==> src/rtl/ccff_bitstream_loader.sv <==
// Serializes a valid/ready bitstream LSB-first onto a configuration chain head.
// A verify pass re-shifts the same stream and checks it against the chain tail.
module ccff_bitstream_loader #(
  parameter int WORD_W    = 8,
  parameter int CHAIN_LEN = 1024,
  parameter int CNT_W     = 16
) (
  input  logic              prog_clk,
  input  logic              pReset,
  input  logic              start,
  input  logic              verify,
  input  logic [WORD_W-1:0] bs_data,
  input  logic              bs_valid,
  output logic              bs_ready,
  output logic              ccff_head,
  output logic              ccff_shift_en,
  input  logic              ccff_tail,
  output logic              busy,
  output logic              done,
  output logic              err,
  output logic [CNT_W-1:0]  mismatch_cnt,
  output logic [1:0]        dbg_state
);

  localparam int RW = $clog2(CHAIN_LEN + 1);
  localparam int NW = $clog2(WORD_W + 1);

  typedef enum logic [1:0] {
    S_IDLE  = 2'd0,
    S_WAIT  = 2'd1,
    S_SHIFT = 2'd2,
    S_FIN   = 2'd3
  } state_t;

  state_t            r_state;
  logic              r_mode;
  logic [WORD_W-1:0] r_sreg;
  logic [RW-1:0]     r_remaining;
  logic [NW-1:0]     r_left;
  logic              r_ready;
  logic              r_head;
  logic              r_shift_en;
  logic              r_busy;
  logic              r_done;
  logic              r_err;
  logic [CNT_W-1:0]  r_cnt;
  logic [NW-1:0]     w_left_init;

  // Bits still to emit after the first one of a word: min(WORD_W, remaining) - 1.
  always_comb begin
    w_left_init = NW'(WORD_W - 1);
    if (32'(r_remaining) < WORD_W)
      w_left_init = NW'(r_remaining - 1'b1);
  end

  // Stream handshake: a word transfers on a rising edge where bs_valid and bs_ready are both 1.
  always_ff @(posedge prog_clk or posedge pReset) begin
    if (pReset) begin
      r_state     <= S_IDLE;
      r_mode      <= 1'b0;
      r_sreg      <= '0;
      r_remaining <= '0;
      r_left      <= '0;
      r_ready     <= 1'b0;
      r_head      <= 1'b0;
      r_shift_en  <= 1'b0;
      r_busy      <= 1'b0;
      r_done      <= 1'b0;
      r_err       <= 1'b0;
      r_cnt       <= '0;
    end else begin
      case (r_state)
        S_IDLE: begin
          if (start) begin
            r_mode      <= verify;
            r_remaining <= RW'(CHAIN_LEN);
            r_ready     <= 1'b1;
            r_busy      <= 1'b1;
            r_state     <= S_WAIT;
            if (verify) begin
              r_err <= 1'b0;
              r_cnt <= '0;
            end
          end
        end
        S_WAIT: begin
          if (bs_valid) begin
            r_ready     <= 1'b0;
            r_head      <= bs_data[0];
            r_shift_en  <= 1'b1;
            r_sreg      <= bs_data >> 1;
            r_remaining <= r_remaining - 1'b1;
            r_left      <= w_left_init;
            r_state     <= S_SHIFT;
          end
        end
        S_SHIFT: begin
          if (r_left != '0) begin
            r_head      <= r_sreg[0];
            r_sreg      <= r_sreg >> 1;
            r_remaining <= r_remaining - 1'b1;
            r_left      <= r_left - 1'b1;
          end else begin
            r_shift_en <= 1'b0;
            if (r_remaining == '0) begin
              r_done  <= 1'b1;
              r_state <= S_FIN;
            end else begin
              r_ready <= 1'b1;
              r_state <= S_WAIT;
            end
          end
        end
        S_FIN: begin
          r_done  <= 1'b0;
          r_busy  <= 1'b0;
          r_state <= S_IDLE;
        end
        default: r_state <= S_IDLE;
      endcase

      // Tail is the pre-edge value of the last FF, aligned with the bit now on the head.
      if (r_mode && r_shift_en && (ccff_tail != r_head)) begin
        r_err <= 1'b1;
        if (r_cnt != {CNT_W{1'b1}})
          r_cnt <= r_cnt + 1'b1;
      end
    end
  end

  assign bs_ready      = r_ready;
  assign ccff_head     = r_head;
  assign ccff_shift_en = r_shift_en;
  assign busy          = r_busy;
  assign done          = r_done;
  assign err           = r_err;
  assign mismatch_cnt  = r_cnt;
  assign dbg_state     = r_state;

endmodule
==> config.mk <==
export PLATFORM = sky130hd
export DESIGN_NAME = ccff_bitstream_loader
export DESIGN_NICKNAME = d
export VERILOG_FILES = /design/src/rtl/ccff_bitstream_loader.sv
export SDC_FILE = /design/constraint.sdc
export NUM_CORES = 1
export LEC_CHECK = 0
export ABC_AREA = 1
export BUFFER_PORTS_ARGS = -buffer_cell sky130_fd_sc_hd__buf_2
export CAP_MARGIN = 40
export CORE_ASPECT_RATIO = 0.6
export CORE_UTILIZATION = 38
export CTS_CLUSTER_SIZE = 16
export DETAILED_ROUTE_END_ITERATION = 8
export GPL_ROUTABILITY_DRIVEN = 0
export RECOVER_POWER = 100
export SLEW_MARGIN = 25
export SYNTH_ARGS = -nofsm -noshare
export SYNTH_HDL_FRONTEND = slang
export SYNTH_SLANG_ARGS = --single-unit
==> constraint.sdc <==
create_clock -name prog_clk -period 2 [get_ports prog_clk]
set_input_delay 0.4 -clock prog_clk [delete_from_list [all_inputs] [get_ports prog_clk]]
set_output_delay 0.4 -clock prog_clk [all_outputs]
set_load 0.03 [all_outputs]
# Word-level counts from Yosys, hierarchy flattened
# Index checks and enable logic that the tools add are counted.
dict set report word_totals {
  regBits 48
  input_bits 14
  out_inout_bits 24
  wordCells 88
}
dict set report classes {
  add_sub_neg 3
  order_cmp 1
  n_eq_ne 11
  muxes 40
  n_reduce_logical 21
}
# operator count
set ops {}
lappend ops {{$mux W16} 5}
lappend ops {{$mux W11} 3}
lappend ops {{$pmux W11 S3} 1}
lappend ops {{$add A16 B1 Y16 const B} 1}
lappend ops {{$mux W8} 2}
lappend ops {{$ne A16 B16 Y1 const B} 1}
lappend ops {{$pmux W8 S2} 1}
lappend ops {{$reduce_and A3 Y1} 5}
lappend ops {{$mux W1} 14}
lappend ops {{$mux W4} 3}
lappend ops {{$ne A2 B2 Y1 const B} 6}
lappend ops {{$reduce_bool A2 Y1} 6}
lappend ops {{$logic_not A11 Y1} 1}
lappend ops {{$lt A11 B4 Y1 const B} 1}
lappend ops {{$sub A11 B1 Y11 const B} 1}
lappend ops {{$mux W2} 4}
lappend ops {{$pmux W1 S2} 4}
lappend ops {{$pmux W2 S4} 1}
lappend ops {{$pmux W4 S2} 1}
lappend ops {{$reduce_and A5 Y1} 1}
lappend ops {{$eq A2 B2 Y1 const B} 2}
lappend ops {{$reduce_and A2 Y1} 2}
lappend ops {{$reduce_and A4 Y1} 1}
lappend ops {{$reduce_bool A4 Y1} 1}
lappend ops {{7 further kinds} 8}

# Logic depth before layout (Yosys ltp)
dict set report depth {
  word_depth 5
  mapped_depth 12
  mapped_depth_nobuf 11
}

# Worst setup path before layout
# OpenSTA, ideal clock, no wires.
dict set report synth_path {
  kind {register to register}
  startpoint {reg r_state[0], in the netlist dbg_state[0]}
  endpoint {reg r_remaining[6]}
  t_arrival_ns 1.688
  required_ns 1.876
  path_slack_ns 0.188
  stages_incl_launch_ff 11
  path_buffers 1
  period_less_slack_ns 1.812
  cell_sequence {dfrtp_1 -> inv_1 -> ha_1 -> buf_4 -> nand2_2 -> nand2_2 -> nor2_2 -> nand2_2 -> or2_4 -> o21ai_1 -> a21oi_1}
}
dict set report synth_via {
  elab_chain_cells 3
}
# element line
set synth_rtl {}
lappend synth_rtl {{start: declaration} 35} ;# state_t r_state;
lappend synth_rtl {{start signal: assignment} 59} ;# r_state <= S_IDLE;
lappend synth_rtl {{start signal: assignment} 79} ;# r_state <= S_WAIT;
lappend synth_rtl {{start signal: assignment} 94} ;# r_state <= S_SHIFT;
lappend synth_rtl {{$eq A2 B2 Y1, or another cell as far along} 72} ;# case (r_state)
lappend synth_rtl {{$ne A2 B2 Y1 (no line) or $reduce_bool A3 Y1 (tied branches)} n/a}
lappend synth_rtl {{$reduce_and A4 Y1 (no line)} n/a}
lappend synth_rtl {{end signal: assignment} 76} ;# r_remaining <= RW'(CHAIN_LEN);
lappend synth_rtl {{end signal: assignment} 92} ;# r_remaining <= r_remaining - 1'b1;
lappend synth_rtl {{end signal: assignment} 101} ;# r_remaining <= r_remaining - 1'b1;
lappend synth_rtl {{end: declaration} 38} ;# logic [RW-1:0] r_remaining;
# Parallel ways exist; a longest one is shown, timed or not.
# A chain may end at the register's enable or synchronous reset.

# Worst setup path after layout
dict set report layout_path {
  startpoint {reg r_cnt[1], in the netlist mismatch_cnt[1]}
  endpoint {reg r_cnt[7], in the netlist mismatch_cnt[7]}
}
dict set report layout_via {
  elab_chain_cells 3
}
# element line
set layout_rtl {}
lappend layout_rtl {{start: declaration} 46} ;# logic [CNT_W-1:0] r_cnt;
lappend layout_rtl {{start signal: assignment} 126} ;# r_cnt <= r_cnt + 1'b1;
lappend layout_rtl {{$add A16 B1 Y16 or $ne A16 B16 Y1 (tied branches)} {126, 125}}
lappend layout_rtl {{$mux W16 (*)} 125} ;# if (r_cnt != {CNT_W{1'b1}})
lappend layout_rtl {{$mux W16 (*)} 123} ;# if (r_mode && r_shift_en && (ccff_tail != r_head)) begin
# Every way passes the cells marked *; elsewhere a longest branch is shown, timed or not.

==> flow_metrics.py <==
metrics = {
    "run_status": {
        "failed_checks": "DRC",
        "outcome": "finished, violations left",
    },
    "cts": {
        "cts_max_path_buffers": 2,
        "clock_insertion_delay_worst_skew_ns": 0.29,
        "holdBufCountCts": 0,
        "tritoncts": "done",
        "root_buffer_cell": "sky130_fd_sc_hd__clkbuf_16",
        "cts_post_setup_buffers_inserted": 0,
        "tritoncts_num_sinks": 47,
        "cts_repair_resize_count": 0,
        "cts.reportedPaths.clkPinSlew_ns": 0.06,
        "htreeDepth": 2,
        "tritoncts.num_buffers": 5,
    },
    "cells_and_area": {
        "finish.utilization": 0.455,
        "diodes": 0,
        "finish.net_count": 458,
        "fill_cells": 755,
        "layout.cells.most_common_list": "sky130_fd_sc_hd__nand2_1 (121), sky130_fd_sc_hd__dfrtp_1 (47), sky130_fd_sc_hd__inv_1 (37)",
        "final_common_cell": "sky130_fd_sc_hd__nand2_1",
        "share_of_cells_above_drive_strength_1": 0.148,
        "flow.area_growth_from_synthesis_pct": 15.4,
    },
    "grt": {
        "global_route_wire_length_before_repair_um": 12100,
        "via_count_of_the_first_global_routing_pass": 2406,
        "grt.total_usage": 0.194,
        "antenna_found_initial": 0,
        "grt.overflow.total": 0,
        "grt_max_degree": 29,
    },
    "logic_synthesis": {
        "synth_top_area_frac": 0.409,
        "synth.yosys.warnings": 0,
        "ys_top_cells_by_area": "sky130_fd_sc_hd__dfrtp_1 (41%), sky130_fd_sc_hd__nand2_1 (16%), sky130_fd_sc_hd__nand3_1 (4.7%)",
        "synthArstFlopShare": 1.00,
        "syn-instance-count": 392,
        "ys_seq_elements": 47,
        "synth-edff-count": 0,
        "syn-num-nets": 413,
        "synth.lib_cells_used.distinct": 35,
        "post-synth-top-area-cell": "sky130_fd_sc_hd__dfrtp_1",
        "synth_top_flop_cell": "sky130_fd_sc_hd__dfrtp_1",
        "post_synthesis_sequential_area_ratio": 0.409,
        "mappedNetlistArea_sq_um": 2880,
        "synth_area_per_cell_sq_um": 7.34,
    },
    "floorplan": {
        "floorplan.initialDensity": 0.395,
        "placementRows": 24,
        "num_io_pins": 38,
        "die_area_sq_um": 7940,
        "die_w_um": 114,
        "fp.dieH_um": 69.4,
        "core_sq_um": 7300,
    },
    "critical_path": {
        "cp-end-kind": "flip-flop",
        "critical_path.cell_chain": "ha_1 > nand3_2 > inv_2 > nand4_2 > nand2_1 > nand2_1 > nand2_1 > o21ai_1",
        "crit-reg2reg-capture": "mismatch_cnt[7]",
        "critical-path-max-stage-delay_ns": 0.43,
        "crit_top_cell": "sky130_fd_sc_hd__nand2_1",
        "timing.critical_path.required_ns": 2.17,
        "cp_max_fo": 6,
        "worstSetupStartpoint": "mismatch_cnt[1]",
        "critical-path-slowest-cell": "sky130_fd_sc_hd__dfrtp_1",
        "timing.reg2reg.worst_path_depth": 8,
        "r2r_setup_slack_ns": 0.21,
        "critPathArrivalTime_ns": 1.96,
        "start_kind": "flip-flop",
        "criticalPathCategory": "flip-flop to flip-flop",
        "timing.rr.start": "mismatch_cnt[1]",
    },
    "pwr": {
        "power_leakage_nw": 1.64,
        "cellPowerDensity_nw_per_um2": 1560,
        "ir_drop_v": 0.000550,
    },
    "detailed_routing": {
        "drc": 2,
        "routed_wirelength_um": 7010,
        "wire_per_inst_um": 12.9,
        "route.detailed.vias_per_inst": 4.85,
        "vias": 2631,
        "drt_iter0_markers": 152,
        "drt_first_pass_iters": 6,
        "antenna_left": 0,
    },
    "sta": {
        "fin_crit_sh": 0.893,
        "tightestPinTransition_ns": 0.807,
        "finalHoldViolations": 0,
        "timing.slew.headroom": 0.461,
        "report.final.slew_viol_count": 0,
        "clock.fmax_mhz": 560,
        "grt_setup_unrepaired": "no",
        "setup_viol": 0,
        "finalCriticalPeriod_ns": 1.79,
        "clock-skew-final_ns": 0.00343,
        "fin_setup_tns_ns": 0,
    },
    "placement": {
        "dp.final_hpwl_um": 5530,
        "io_buffer_count": 37,
    },
    "job": {
        "cap_violations": 0,
    },
    "worst_hold_path": {
        "type_of_the_most_critical_hold_path": "input port to async pin",
    },
}
stage by stage:
stage | area (sq um) | worst slack, ns | power, mW | hold slack [ns] | instances
2_1_floorplan | 2880 | 0.188 | 3.67 | 0.450 | 392
3_3_place_gp | 3240 | 0.304 | 4.42 | 0.451 | 534
3_5_place_dp | 3240 | 0.235 | 4.46 | 0.446 | 534
4_1_cts | 3380 | 0.226 | 5.31 | 0.140 | 542
5_1_grt | 3320 | 0.0242 | 5.68 | 0.328 | 542
6_report | 3320 | 0.214 | 5.20 | 0.257 | 542
where the power goes:
part           internal [mW]  total (mW)  switching, mW
combinational          0.884        2.68           1.79
clock                  0.457       0.813          0.356
sequential              1.35        1.71          0.357
kinds of logic (layout without fill, tap and decap cells):
logic type | count (synthesis) | after routing | share of synthesized area
AOI/OAI and AO/OA | 51 | 51 | 0.100
adders and majority gates | 7 | 7 | 0.0304
buffers and inverters | 56 | 102 | 0.0782
xor gates and xnor gates | 7 | 7 | 0.0213
DFF | 47 | 47 | 0.409
and+or+nand+nor | 224 | 224 | 0.362
per-layer routing:
layer / track usage / vias to the layer above / part of all wire
li1: - / 1353 / -
met1: 0.327 / 1195 / 0.57
met2: 0.242 / 78 / 0.36
met3: 0.0341 / 5 / 0.064
met4: 0.0519 / 0 / 0.0077
met5: 0 / - / 0
synthesized netlist by cell type, types with 2 or more instances:
| cell | n |
|---|---|
| sky130_fd_sc_hd__o22ai_1 | 3 |
| sky130_fd_sc_hd__nand3_2 | 3 |
| sky130_fd_sc_hd__buf_2 | 3 |
| sky130_fd_sc_hd__inv_1 | 35 |
| sky130_fd_sc_hd__dfrtp_1 | 47 |
| sky130_fd_sc_hd__clkbuf_1 | 3 |
| sky130_fd_sc_hd__nor2_4 | 3 |
| sky130_fd_sc_hd__a31oi_1 | 13 |
| sky130_fd_sc_hd__ha_1 | 7 |
| sky130_fd_sc_hd__xor2_1 | 5 |
| sky130_fd_sc_hd__nand2_1 | 120 |
| sky130_fd_sc_hd__a21oi_1 | 6 |
| sky130_fd_sc_hd__xnor2_1 | 2 |
| sky130_fd_sc_hd__nand4_1 | 9 |
| sky130_fd_sc_hd__o21ai_1 | 12 |
| sky130_fd_sc_hd__o211ai_1 | 2 |
| sky130_fd_sc_hd__nand2_2 | 6 |
| sky130_fd_sc_hd__nor2_2 | 9 |
| sky130_fd_sc_hd__nand3_1 | 27 |
| sky130_fd_sc_hd__nand3b_1 | 3 |
| sky130_fd_sc_hd__o21ai_0 | 13 |
| sky130_fd_sc_hd__buf_4 | 3 |
| sky130_fd_sc_hd__nor3_1 | 3 |
| sky130_fd_sc_hd__inv_2 | 10 |
| sky130_fd_sc_hd__nor2_1 | 34 |
| sky130_fd_sc_hd__nand2_4 | 2 |
flip-flops by register name (all words and copies together), names as in the netlist:
signal         count
bs_ready           1
busy               1
ccff_head          1
ccff_shift_en      1
dbg_state          2
done               1
err                1
mismatch_cnt      16
r_left             4
r_mode             1
r_remaining       11
r_sreg             7
layout make-up:
cell class                 instances  area, sq um  area share
multi-input combinational        289         1470       0.443
sequential                        47         1180       0.354
timing repair buffer              48          231      0.0697
inverter                          46          173      0.0520
tap                              104          130      0.0392
clock buffer                       5          125      0.0377
clock inverter                     3         15.0     0.00452
worst max path at each step:
stage                           end  slack [ns]  cells after the start
global placement    mismatch_cnt[4]        0.30                     11
finish              mismatch_cnt[7]        0.21                      8
detailed placement  mismatch_cnt[8]        0.23                     11
CTS                        bs_ready        0.23                      8
global route         r_remaining[7]        0.02                      9
floorplan            r_remaining[6]        0.19                     10
critical path, delay by kind of cell, from the launching register on:
kind            cells  cell delay, ns
buf+inv             1            0.12
fa+ha+maj           1            0.30
flops               1            0.43
simple gates        5            0.77
compound gates      1            0.05
(Power assumes the default switching activity.)
